<file path="src/rtl/if_id_stage_pkg.sv">
// Shared CPU definitions: control opcodes, the default NOP word and the
// control-class decode used by the IF/ID stage and its hazard unit.
package if_id_stage_pkg;

   localparam logic [5:0]  OP_BEQ            = 6'b000100;
   localparam logic [5:0]  OP_BNE            = 6'b000101;
   localparam logic [5:0]  OP_J              = 6'b000010;
   localparam logic [5:0]  OP_JAL            = 6'b000011;
   localparam logic [31:0] NOP_INSTR_DEFAULT = 32'h0000_0000;
   localparam logic [15:0] CNT_MAX           = 16'hFFFF;

   typedef enum logic [1:0] {
      CTL_NONE = 2'd0,
      CTL_BEQ  = 2'd1,
      CTL_BNE  = 2'd2,
      CTL_JUMP = 2'd3
   } ctl_e;

   function automatic ctl_e decode_ctl(input logic [5:0] opcode);
      ctl_e ctl;
      case (opcode)
         OP_BEQ:       ctl = CTL_BEQ;
         OP_BNE:       ctl = CTL_BNE;
         OP_J, OP_JAL: ctl = CTL_JUMP;
         default:      ctl = CTL_NONE;
      endcase
      return ctl;
   endfunction

endpackage

</file>
<file path="src/rtl/if_id_stage_hazard_unit.sv">
// Hazard detection for the ID stage: load-use stalls for all non-jump
// instructions plus the extra EX/MEM dependency stalls branches need.
module hazard_unit
   import if_id_stage_pkg::*;
(
   input  logic       i_valid,
   input  logic       i_reset,
   input  ctl_e       i_ctl,
   input  logic       i_mem_read_ex,
   input  logic       i_reg_write_ex,
   input  logic [4:0] i_write_reg_ex,
   input  logic       i_mem_read_mem,
   input  logic [4:0] i_write_reg_mem,
   input  logic [4:0] i_rs,
   input  logic [4:0] i_rt,
   output logic       o_stall
);

   logic w_ex_match;
   logic w_mem_match;
   logic w_load_use;
   logic w_branch_dep;

   assign w_ex_match  = (i_write_reg_ex != 5'd0) &&
                        ((i_write_reg_ex == i_rs) || (i_write_reg_ex == i_rt));
   assign w_mem_match = (i_write_reg_mem != 5'd0) &&
                        ((i_write_reg_mem == i_rs) || (i_write_reg_mem == i_rt));

   // Branches compare in ID, so they must also wait on ALU results and MEM-stage loads.
   always_comb begin
      w_load_use   = 1'b0;
      w_branch_dep = 1'b0;
      if (i_ctl == CTL_JUMP) begin
         w_load_use   = 1'b0;
         w_branch_dep = 1'b0;
      end else begin
         w_load_use = i_mem_read_ex && w_ex_match;
         if ((i_ctl == CTL_BEQ) || (i_ctl == CTL_BNE)) begin
            w_branch_dep = (i_reg_write_ex && w_ex_match) || (i_mem_read_mem && w_mem_match);
         end else begin
            w_branch_dep = 1'b0;
         end
      end
   end

   assign o_stall = i_valid && !i_reset && (w_load_use || w_branch_dep);

endmodule

</file>
<file path="src/rtl/if_id_stage.sv">
// IF/ID pipeline register with ID-stage branch/jump resolution, hazard
// stalling and saturating stall/flush performance counters.
module if_id_stage
   import if_id_stage_pkg::*;
#(
   parameter logic [31:0] NOP_INSTR = NOP_INSTR_DEFAULT
) (
   input  logic        clk,
   input  logic        reset,
   input  logic [31:0] Instruction_if,
   input  logic [31:0] PC_if,
   input  logic        IF_flush,
   input  logic        MemRead_ex,
   input  logic        RegWrite_ex,
   input  logic [4:0]  WriteReg_ex,
   input  logic        MemRead_mem,
   input  logic [4:0]  WriteReg_mem,
   input  logic [31:0] rs_data,
   input  logic [31:0] rt_data,
   output logic [31:0] Instruction_id,
   output logic [31:0] PCplus4_id,
   output logic        valid_id,
   output logic [4:0]  rs_id,
   output logic [4:0]  rt_id,
   output logic        Branch,
   output logic        Jump,
   output logic [31:0] JumpAddr,
   output logic        IFWrite,
   output logic        ID_bubble,
   output logic [15:0] stall_count,
   output logic [15:0] flush_count
);

   logic [31:0] r_instr;
   logic [31:0] r_pc4;
   logic        r_valid;
   logic [15:0] r_stall_count;
   logic [15:0] r_flush_count;

   ctl_e        w_ctl;
   logic        w_stall;
   logic        w_eq;
   logic [31:0] w_branch_target;
   logic [31:0] w_jump_target;

   assign rs_id = r_instr[25:21];
   assign rt_id = r_instr[20:16];
   assign w_ctl = decode_ctl(r_instr[31:26]);

   hazard_unit u_hazard (
      .i_valid         (r_valid),
      .i_reset         (reset),
      .i_ctl           (w_ctl),
      .i_mem_read_ex   (MemRead_ex),
      .i_reg_write_ex  (RegWrite_ex),
      .i_write_reg_ex  (WriteReg_ex),
      .i_mem_read_mem  (MemRead_mem),
      .i_write_reg_mem (WriteReg_mem),
      .i_rs            (rs_id),
      .i_rt            (rt_id),
      .o_stall         (w_stall)
   );

   assign w_eq            = (rs_data == rt_data);
   assign w_branch_target = r_pc4 + {{14{r_instr[15]}}, r_instr[15:0], 2'b00};
   assign w_jump_target   = {r_pc4[31:28], r_instr[25:0], 2'b00};

   // A stalled branch must not resolve: its operands are not yet final.
   assign Branch    = r_valid && !reset && !w_stall &&
                      (((w_ctl == CTL_BEQ) && w_eq) || ((w_ctl == CTL_BNE) && !w_eq));
   assign Jump      = r_valid && !reset && (w_ctl == CTL_JUMP);
   assign JumpAddr  = Jump ? w_jump_target : w_branch_target;
   assign IFWrite   = !w_stall;
   assign ID_bubble = w_stall;

   // IF/ID register: reset, then flush, then hold on stall, else load.
   always_ff @(posedge clk) begin
      if (reset) begin
         r_instr <= NOP_INSTR;
         r_pc4   <= 32'd0;
         r_valid <= 1'b0;
      end else if (IF_flush) begin
         r_instr <= NOP_INSTR;
         r_pc4   <= 32'd0;
         r_valid <= 1'b0;
      end else if (w_stall) begin
         r_instr <= r_instr;
         r_pc4   <= r_pc4;
         r_valid <= r_valid;
      end else begin
         r_instr <= Instruction_if;
         r_pc4   <= PC_if + 32'd4;
         r_valid <= 1'b1;
      end
   end

   // Saturating performance counters.
   always_ff @(posedge clk) begin
      if (reset) begin
         r_stall_count <= 16'd0;
         r_flush_count <= 16'd0;
      end else begin
         if (w_stall && (r_stall_count != CNT_MAX)) begin
            r_stall_count <= r_stall_count + 16'd1;
         end else begin
            r_stall_count <= r_stall_count;
         end
         if (IF_flush && (r_flush_count != CNT_MAX)) begin
            r_flush_count <= r_flush_count + 16'd1;
         end else begin
            r_flush_count <= r_flush_count;
         end
      end
   end

   assign Instruction_id = r_instr;
   assign PCplus4_id     = r_pc4;
   assign valid_id       = r_valid;
   assign stall_count    = r_stall_count;
   assign flush_count    = r_flush_count;

endmodule

</file>
<file path="config.mk">
export PLATFORM = sky130hd
export DESIGN_NAME = if_id_stage
export DESIGN_NICKNAME = d
export VERILOG_FILES = /design/src/rtl/if_id_stage_pkg.sv /design/src/rtl/if_id_stage_hazard_unit.sv /design/src/rtl/if_id_stage.sv
export SDC_FILE = /design/constraint.sdc
export NUM_CORES = 1
export LEC_CHECK = 0
export BUFFER_PORTS_ARGS = -buffer_cell sky130_fd_sc_hd__buf_2
export CAP_MARGIN = 20
export CORE_ASPECT_RATIO = 0.75
export CORE_MARGIN = 8
export CORE_UTILIZATION = 50
export CTS_CLUSTER_DIAMETER = 50
export CTS_CLUSTER_SIZE = 28
export DETAILED_ROUTE_END_ITERATION = 8
export PLACE_DENSITY_LB_ADDON = 0.05
export SETUP_SLACK_MARGIN = 0.05
export SLEW_MARGIN = 0
export SYNTH_ARGS = -nofsm -noshare
export SYNTH_HDL_FRONTEND = slang
export SYNTH_SLANG_ARGS = --single-unit
export TNS_END_PERCENT = 1
</file>
<file path="constraint.sdc">
create_clock -name clk -period 4.8 [get_ports clk]
set_clock_uncertainty 0.15 [all_clocks]
set_input_delay 0.24 -clock clk [delete_from_list [all_inputs] [get_ports clk]]
set_output_delay 0.24 -clock clk [all_outputs]
set_load 0.02 [all_outputs]
</file>
==> results of run 1 <==
[registers in the layout, indices dropped and copies added, names as in the netlist]
register / flops
Instruction_id: 32
PCplus4_id: 32
flush_count: 16
stall_count: 16
valid_id: 1
[report_power, final]
| part | leakage (nW) | total (mW) | internal (mW) | switching, mW |
|---|---|---|---|---|
| registers | 0.792 | 0.862 | 0.829 | 0.0330 |
| clock network | 0.146 | 0.728 | 0.370 | 0.358 |
| logic | 3.31 | 0.436 | 0.189 | 0.247 |
[worst min-delay path by stage]
stage | to | slack, ns | cells after the start
6_report | PCplus4_id[26] | 0.05 | 3
5_1_grt | PCplus4_id[5] | 0.05 | 3
4_1_cts | PCplus4_id[26] | 0.03 | 3
3_5_place_dp | Instruction_id[5] | 0.33 | 3
3_3_place_gp | Instruction_id[3] | 0.32 | 3
2_1_floorplan | PCplus4_id[2] | 0.18 | 1
[cells in the mapped netlist (3+ instances only)]
cell type and count:
dfxtp_1 97, mux2i_1 26, or2_2 3, nand3_1 24, nand2_1 96, o21a_1 4
clkbuf_1 20, or4_1 3, inv_1 12, nor3_1 11, a21oi_1 52, and2_1 10
and3_1 21, o31ai_1 6, nor4_1 4, o211ai_1 4, or3_1 4, nand2b_1 5
buf_2 5, nand4_1 20, and4_1 7, xor2_1 67, buf_1 5, xnor2_1 63
ha_1 35, nor2_1 125, o21ai_0 30, nor2b_1 8, buf_4 10, a311oi_1 4
a31oi_1 3, a21o_1 8, a211oi_1 30
[worst max-delay path, delay by kind of cell, from the launching register on]
kind | cells | cell delay, ns
fa+ha+maj | 2 | 0.46
flops | 1 | 0.38
compound gates | 5 | 1.55
buf+inv | 1 | 0.19
simple gates | 2 | 0.32
xor+xnor | 1 | 0.18
[final cells by class]
class | count | area, µm² | share of cell area, %
clock buffers | 9 | 225 | 2.55
multi-input cells | 699 | 4500 | 51.0
inverters | 14 | 52.6 | 0.596
well taps | 171 | 214 | 2.43
repair buffers | 325 | 1810 | 20.6
clock inverters | 7 | 73.8 | 0.837
flip-flops and latches | 97 | 1940 | 22.0
[stage by stage]
stage,std cells,hold slack [ns]
2_1_floorplan,851,0.185
3_3_place_gp,1271,0.323
3_5_place_dp,1271,0.329
4_1_cts,1322,0.0334
5_1_grt,1322,0.0530
6_report,1322,0.0475
[logic make-up after synthesis]
kind of cell,Yosys count
compound gates,159
xor+xnor,130
fa+ha+maj,36
buf+inv,55
flops,97
mux,26
simple gates,348
[layer usage]
metal	vias up	wire [µm]	global-route usage (%)
li1	3568	-	-
met4	0	491	7.38
met3	34	1930	6.78
met2	284	10100	40.1
met5	-	0	0
met1	3154	10100	32.1
==> results_dict.tcl, run 1 <==
set metrics [dict create \
    largest_net_degree_at_the_start_of_global_routing 56 \
    post_route_setup_tns_ns 0 \
    die_area_um2 17400 \
    synthXorXnorAreaFrac_pct 17.0 \
    timing.critical_path.from_type "flop" \
    globalRoute.totalOverflow 0 \
    highest_count_cells_in_the_layout_ignoring_fill_and_taps "buf_2, nor2_1, dfxtp_1, nand2_1, xor2_1" \
    worst-setup-path-type "reg -> out" \
    fin_total_pwr_mw 2.03 \
    synth.lib_cells_used.distinct 53 \
    antennaDiodeCount 0 \
    yosys.area_share.adder_pct 6.84 \
    worstSetupEndpoint "JumpAddr[30]" \
    reg2reg_depth 10 \
    final_util_pct 67.7 \
    post_synth_and_or_nand_nor_area_fraction_pct 24.3 \
    clock_buffers_created_by_tritoncts 9 \
    fin_area_um2 8820 \
    final_net_count 1326 \
    synthTopCellsByArea "dfxtp_1, xor2_1, xnor2_1" \
    fillerInstances 1151 \
    leakage_nw 4.25 \
    die_h_um 116 \
    critPathLaunch "Instruction_id[0]" \
    synthesis.area_um2 6690 \
    post_drt_wl_per_cell_um 17.1 \
    synthFlopType "dfxtp_1" \
    run_status "complete, no violations" \
    finalWeightedCongestion 0.945 \
    setup.worst_path.end_class "output pin" \
    synth-compound-area-share_pct 15.1 \
    timing.final.crit_period_ns 3.82 \
    drv_slew 0 \
    setup_slack_of_the_worst_register_to_register_path_ns 1.30 \
    floorplan.initialDensity_pct 51.4 \
    share_of_cells_above_drive_strength_1_pct 27.3 \
    post-route-period-util_pct 79.6 \
    detail-route-antenna-nets 0 \
    timing.critical_path.fanout_max 4 \
    synth_top_area_share_pct 29.0 \
    syn-instance-count 851 \
    flow.area_growth_from_synthesis_pct 31.8 \
    max_stage_delay_ns 0.55 \
    synth_seq_area_share_pct 29.0 \
    cp_data_arrival_time_ns 3.43 \
    core_um2 13000 \
    cts-htree-levels 3 \
    num_io_pins 287 \
    width_of_the_chip_um 150 \
    maxClockFrequency_ghz 0.262 \
    crit_required_ns 4.41 \
    postSynthAreaPerCell_um2 7.86 \
    dr_total_vias 7040 \
    grt_util_all_layers_pct 24.9 \
    finalSetupViolations 0 \
    cts_resized 0 \
    critical-path-slowest-cell "o311ai_1" \
    routed_wl_um 22500 \
    clockRootBuffer "clkbuf_16" \
    routed_via_density 5.33 \
    cap_viol_max_count 0 \
    peak_ir_drop_on_the_vdd_network_mv 0.212 \
    crit-reg2reg-launch "Instruction_id[31]" \
    async_reset_ff_share_pct 0 \
    synth_area_leader_cell "dfxtp_1" \
    num_clock_sinks 97 \
    worstSkewPairLatency_ns 0.36 \
    synth.area.mux_share_pct 3.89 \
    layout.cells.most_common "buf_2" \
    drt_pre_antenna_iters 5 \
    post-route-worst-setup-slack_ns 0.981 \
    grt_pass1_vias 6645 \
    synth_edf_count 0 \
    place_ws_ns 1.34 \
    timing.critical_path.cells "ha_1, fa_1, a21o_1, nand4_1, a2111oi_0, nor2_1, o311ai_1, o221ai_1, xor2_1, a21oi_1, buf_2" \
    antenna_found_initial 0 \
    place_area_um2 8170 \
    power_per_cell_area_nw_per_um2 230 \
    global_route_wire_length_before_repair_um 34800 \
    worst_hold_path_type "in -> reg" \
    worst_r2r_endpoint "Instruction_id[12]" \
    synth_top_family_by_area "simple AND/OR/NAND/NOR gates" \
    hold_start "PC_if[26]" \
    first_iter_violations 338 \
    hold_buffers 35 \
    max-slew-margin-rel_pct 46.4 \
    cts-root-to-sink-buffers 2 \
    hold_viol 0 \
    hpwlAfterDp_um 17700 \
    ys.warnings.count 0 \
    flip_flop_and_latch_count_after_synthesis 97 \
    tightest_slew_ns 0.798 \
    row_count 36 \
    io_buffer_count 286 \
    cts_tree "done" \
    syn_nets 1031 \
    route.detailed.drc 0 \
    cts.clk_slew.worst_paths_ns 0.07 \
    rsz0062_at_grt "false" \
    post-cts-setup-buffers 0 \
]
No activity file was read; power rests on OpenSTA's default activity.
==> inputs of run 2 (changes only) <==
--- a/config.mk
+++ b/config.mk
@@ -9,7 +9,7 @@
 export CAP_MARGIN = 20
 export CORE_ASPECT_RATIO = 0.75
 export CORE_MARGIN = 8
-export CORE_UTILIZATION = 50
+export CORE_UTILIZATION = 49
 export CTS_CLUSTER_DIAMETER = 50
 export CTS_CLUSTER_SIZE = 28
 export DETAILED_ROUTE_END_ITERATION = 8
==> constraint.sdc (replaced) <==
create_clock -name clk -period 4 [get_ports clk]
set_clock_uncertainty 0.15 [all_clocks]
set_input_delay 0.2 -clock clk [delete_from_list [all_inputs] [get_ports clk]]
set_output_delay 0.2 -clock clk [all_outputs]
set_load 0.02 [all_outputs]
==> results_dict.tcl, run 2 (same netlist as run 1, synthesis figures left out) <==
set metrics [dict create \
    post-place-cells 1281 \
    row_count 37 \
    finalWeightedCongestion 0.929 \
    crit_required_ns 3.65 \
    grt_pass1_vias 6693 \
    cap_viol_max_count 0 \
    final_net_count 1335 \
    antennaDiodeCount 0 \
    worstSkewPairLatency_ns 0.36 \
    global_route_wire_length_before_repair_um 34200 \
    setup_slack_of_the_worst_register_to_register_path_ns 0.96 \
    final.hold.worst_slack_ns 0.0200 \
    hold_viol 0 \
    max-slew-margin-rel_pct 49.0 \
    critPathLaunch "Instruction_id[0]" \
    cts-root-to-sink-buffers 2 \
    maxClockFrequency_ghz 0.274 \
    die_h_um 117 \
    worst-setup-path-type "reg -> out" \
    crit-reg2reg-launch "Instruction_id[31]" \
    io_buffer_count 286 \
    largest_net_degree_at_the_start_of_global_routing 49 \
    die_area_um2 17700 \
    antenna_found_initial 0 \
    rsz0062_at_grt "true" \
    fillerInstances 1197 \
    timing.final.crit_period_ns 3.65 \
    routed_via_density 5.17 \
    leakage_nw 4.31 \
    core_um2 13500 \
    timing.critical_path.from_type "flop" \
    tightest_slew_ns 0.761 \
    num_clock_sinks 97 \
    layoutNonFillerInstCount 1335 \
    clockRootBuffer "clkbuf_16" \
    cts-htree-levels 3 \
    floorplan.initialDensity_pct 49.5 \
    num_io_pins 287 \
    detail-route-antenna-nets 0 \
    drt_pre_antenna_iters 5 \
    flow.area_growth_from_synthesis_pct 33.7 \
    routed_wl_um 22100 \
    worst_r2r_endpoint "stall_count[11]" \
    timing.critical_path.fanout_max 4 \
    drv_slew 0 \
    first_iter_violations 281 \
    power_per_cell_area_nw_per_um2 278 \
    cts_tree "done" \
    highest_count_cells_in_the_layout_ignoring_fill_and_taps "buf_2, nor2_1, dfxtp_1, nand2_1, xor2_1" \
    cts.clk_slew.worst_paths_ns 0.08 \
    peak_ir_drop_on_the_vdd_network_mv 0.238 \
    setup.worst_path.end_class "output pin" \
    post_drt_wl_per_cell_um 16.6 \
    grt_util_all_layers_pct 24.3 \
    hold_start "PC_if[28]" \
    layout.cells.most_common "buf_2" \
    hpwlAfterDp_um 17300 \
    width_of_the_chip_um 151 \
    worst_hold_path_type "in -> reg" \
    run_status "complete, no violations" \
    dr_total_vias 6908 \
    share_of_cells_above_drive_strength_1_pct 27.8 \
    route.detailed.drc 0 \
    globalRoute.totalOverflow 0 \
    post-route-period-util_pct 91.3 \
    clock_buffers_created_by_tritoncts 9 \
    worstSetupEndpoint "JumpAddr[18]" \
    reg2reg_depth 11 \
    post_route_setup_tns_ns 0 \
    finalSetupViolations 0 \
    cp_data_arrival_time_ns 3.30 \
]
-- run 2: cell types whose count changed in the layout (fill, tap and decap cells not counted), sizes merged --
cell	delta
clkinv	-1
buf	+6
bufinv	+1
dlygate4sd3	+3
-- run 2: cell type report --
type                            count  area (µm²)  share of cell area, %
Multi-Input combinational cell    699        4510                   50.4
Sequential cell                    97        1940                   21.7
Timing Repair Buffer              334        1900                   21.2
Clock buffer                        9         225                   2.52
Tap cell                          175         219                   2.45
Clock inverter                      7        93.8                   1.05
Inverter                           14        52.6                  0.588
-- run 2: metal layers --
| metal | vias up | track usage [%] | part of all wire [%] |
|---|---|---|---|
| met5 | - | 0 | 0 |
| met4 | 0 | 5.00 | 1.1 |
| met3 | 17 | 7.38 | 8.6 |
| met2 | 217 | 40.1 | 46 |
| met1 | 3103 | 30.9 | 45 |
| li1 | 3571 | - | - |
-- run 2: worst min path at each step --
stage               slack [ns]                end  cells after the start
global route              0.02     PCplus4_id[28]                      3
floorplan                 0.14      PCplus4_id[2]                      1
CTS                      0.004     PCplus4_id[28]                      3
finish                    0.02     PCplus4_id[28]                      3
detailed placement        0.29  Instruction_id[8]                      3
global placement          0.28  Instruction_id[5]                      3
-- run 2: what timing repair did --
item | in CTS | in global routing
hold buffers | 38 | 0
hold endpoints to repair | 38 | 0
setup endpoints to repair | 0 | 3
resized for setup | 0 | 3
buffers inserted | 0 | 0
-- run 2: stage by stage --
stage          util, %  total power [mW]  worst slack, ns  cell area (µm²)
2_1_floorplan        -              1.34            0.834             6690
3_3_place_gp      60.9              1.54            0.715             8230
3_5_place_dp      60.9              1.55            0.698             8230
4_1_cts           66.0              2.51            0.282             8930
5_1_grt           66.2              2.59          0.00347             8940
6_report          66.2              2.49            0.348             8940
-- run 2: report_power, final --
group	switching (mW)	total, mW	internal (mW)
Sequential	0.0371	1.03	0.995
Clock	0.427	0.930	0.504
Combinational	0.294	0.523	0.230
-- run 2: worst max-delay path, cell delays in order (launching register included) --
cell,delay [ns]
dfxtp_1,0.34
ha_1,0.25
fa_1,0.42
a21o_1,0.21
nand4_1,0.13
a2111oi_1,0.10
nor2_1,0.41
nand2_1,0.20
a311o_1,0.40
xnor2_1,0.13
o21ai_0,0.13
buf_2,0.22
==> inputs of run 3 (changes only) <==
--- a/config.mk
+++ b/config.mk
@@ -7,7 +7,7 @@
 export LEC_CHECK = 0
 export BUFFER_PORTS_ARGS = -buffer_cell sky130_fd_sc_hd__buf_2
 export CAP_MARGIN = 20
-export CORE_ASPECT_RATIO = 0.75
+export CORE_ASPECT_RATIO = 1.1
 export CORE_MARGIN = 8
 export CORE_UTILIZATION = 49
 export CTS_CLUSTER_DIAMETER = 50
==> results_dict.tcl, run 3 (same netlist as run 1, synthesis figures left out) <==
set metrics [dict create \
    run_status "complete, no violations" \
    post-place-cells 1289 \
    layoutNonFillerInstCount 1345 \
    timing.critical_path.cells "ha_1, fa_1, a21o_1, nand4_1, a2111oi_2, nor2_1, nand2_1, a311o_1, xnor2_1, o21ai_0, buf_2" \
    sequential_cell_area_um2 1940 \
    flow.area_growth_from_synthesis_pct 33.7 \
    peak_ir_drop_on_the_vdd_network_mv 0.297 \
    power_per_cell_area_nw_per_um2 274 \
    post-route-period-util_pct 90.7 \
    largest_net_degree_at_the_start_of_global_routing 61 \
    worstSkewPairLatency_ns 0.36 \
    post_drt_wl_per_cell_um 16.8 \
    clockRootBuffer "clkbuf_16" \
    global_route_wire_length_before_repair_um 35900 \
    rsz0062_at_grt "false" \
    detail-route-antenna-nets 0 \
    max-slew-margin-rel_pct 47.9 \
    core_um2 13300 \
    io_buffer_count 286 \
    setup.worst_path.end_class "output pin" \
    drt_pre_antenna_iters 5 \
    floorplan.initialDensity_pct 50.4 \
    clock_buffers_created_by_tritoncts 9 \
    tightest_slew_ns 0.777 \
    dr_total_vias 7124 \
    timing.critical_path.from_type "flop" \
    antennaDiodeCount 0 \
    routed_via_density 5.30 \
    timing.critical_path.fanout_max 4 \
    highest_count_cells_in_the_layout_ignoring_fill_and_taps "buf_2, nor2_1, dfxtp_1, nand2_1, xor2_1" \
    routed_wl_um 22600 \
    die_h_um 139 \
    num_io_pins 287 \
    drv_slew 0 \
    cts-htree-levels 3 \
    hpwlAfterDp_um 17900 \
    critical-path-slowest-cell "fa_1" \
    num_clock_sinks 97 \
    grt_util_all_layers_pct 25.1 \
    crit_required_ns 3.65 \
    cts.clk_slew.worst_paths_ns 0.08 \
    final_net_count 1336 \
    share_of_cells_above_drive_strength_1_pct 27.6 \
    row_count 44 \
    route.detailed.drc 0 \
    first_iter_violations 376 \
    fillerInstances 1200 \
    cts_tree "done" \
    finalSetupViolations 0 \
    maxClockFrequency_ghz 0.276 \
    max_stage_delay_ns 0.41 \
    multi_input_combinational_cell_area_um2 4510 \
    hold_viol 0 \
    final.hold.worst_slack_ns 0.0213 \
    finalWeightedCongestion 0.967 \
    worst-setup-path-type "reg -> out" \
    worst_hold_path_type "in -> reg" \
    post-cts-setup-buffers 0 \
    cp_data_arrival_time_ns 3.28 \
    cts-root-to-sink-buffers 2 \
    antenna_found_initial 0 \
    die_area_um2 17700 \
    post_route_setup_tns_ns 0 \
    cap_viol_max_count 0 \
    grt_pass1_vias 6958 \
    layout.cells.most_common "buf_2" \
    globalRoute.totalOverflow 0 \
    leakage_nw 4.30 \
    width_of_the_chip_um 127 \
    timing.final.crit_period_ns 3.63 \
]
run 3: changes by cell type in the layout (fill, tap and decap cells not counted), sizes merged:
cell,change
dlygate4sd3,+2
clkinv,+2
bufinv,-1
inv,-1
buf,-1
run 3: layout make-up:
cell class | instances | area share (%)
multi-input cells | 699 | 50.4
flip-flops and latches | 97 | 21.7
repair buffers | 335 | 21.2
well taps | 184 | 2.57
clock buffers | 9 | 2.52
clock inverters | 7 | 0.923
inverters | 14 | 0.588
run 3: metrics by stage:
| step | power [mW] | instance area (µm²) | utilization (%) | worst slack (ns) |
|---|---|---|---|---|
| 3_5_place_dp | 1.55 | 8220 | 62.0 | 0.764 |
| 5_1_grt | 2.55 | 8940 | 67.4 | 0.119 |
| 3_3_place_gp | 1.54 | 8220 | 62.0 | 0.837 |
| 4_1_cts | 2.47 | 8930 | 67.3 | 0.345 |
| 2_1_floorplan | 1.34 | 6690 | - | 0.834 |
| 6_report | 2.45 | 8940 | 67.4 | 0.371 |
run 3: layer usage:
layer  track usage, %  wire, µm  share of wire, %  vias up
li1                 -         -                 -     3592
met1             28.9      9440                42     3279
met2             44.1     11200                49      228
met3             6.77      1630               7.2       25
met4             7.46       401               1.8        0
met5                0         0                 0        -
run 3: timing repair:
item                                    4_1_cts  5_1_grt
endpoints found under the setup margin        0        5
hold buffers                                 40        0
gates resized for setup                       0        4
hold endpoints to repair                     40        0
run 3: power by group:
part	internal [mW]	leakage (nW)	switching (mW)
clock	0.447	0.147	0.443
combinational	0.232	3.36	0.294
sequential	0.995	0.792	0.0387
total	1.67	4.30	0.775
run 3: path summary, 6_finish.rpt:
path | cells after the start | end | startpoint | slack, ns
hold reg to reg | 2 | Instruction_id[28] | Instruction_id[28] | 0.34
setup / recovery | 11 | JumpAddr[18] | Instruction_id[0] | 0.37
setup reg to reg | 10 | PCplus4_id[28] | Instruction_id[31] | 0.97
hold / removal | 3 | PCplus4_id[22] | PC_if[22] | 0.02
run 3: critical path: cells and delay by family (launching register included):
family	cells	cell delay, ns
AND/OR/NAND/NOR	3	0.67
adder cells (fa/ha/maj)	2	0.65
XOR/XNOR	1	0.26
flip-flops	1	0.34
buffers and inverters	1	0.19
AO/OA/AOI/OAI	4	0.79
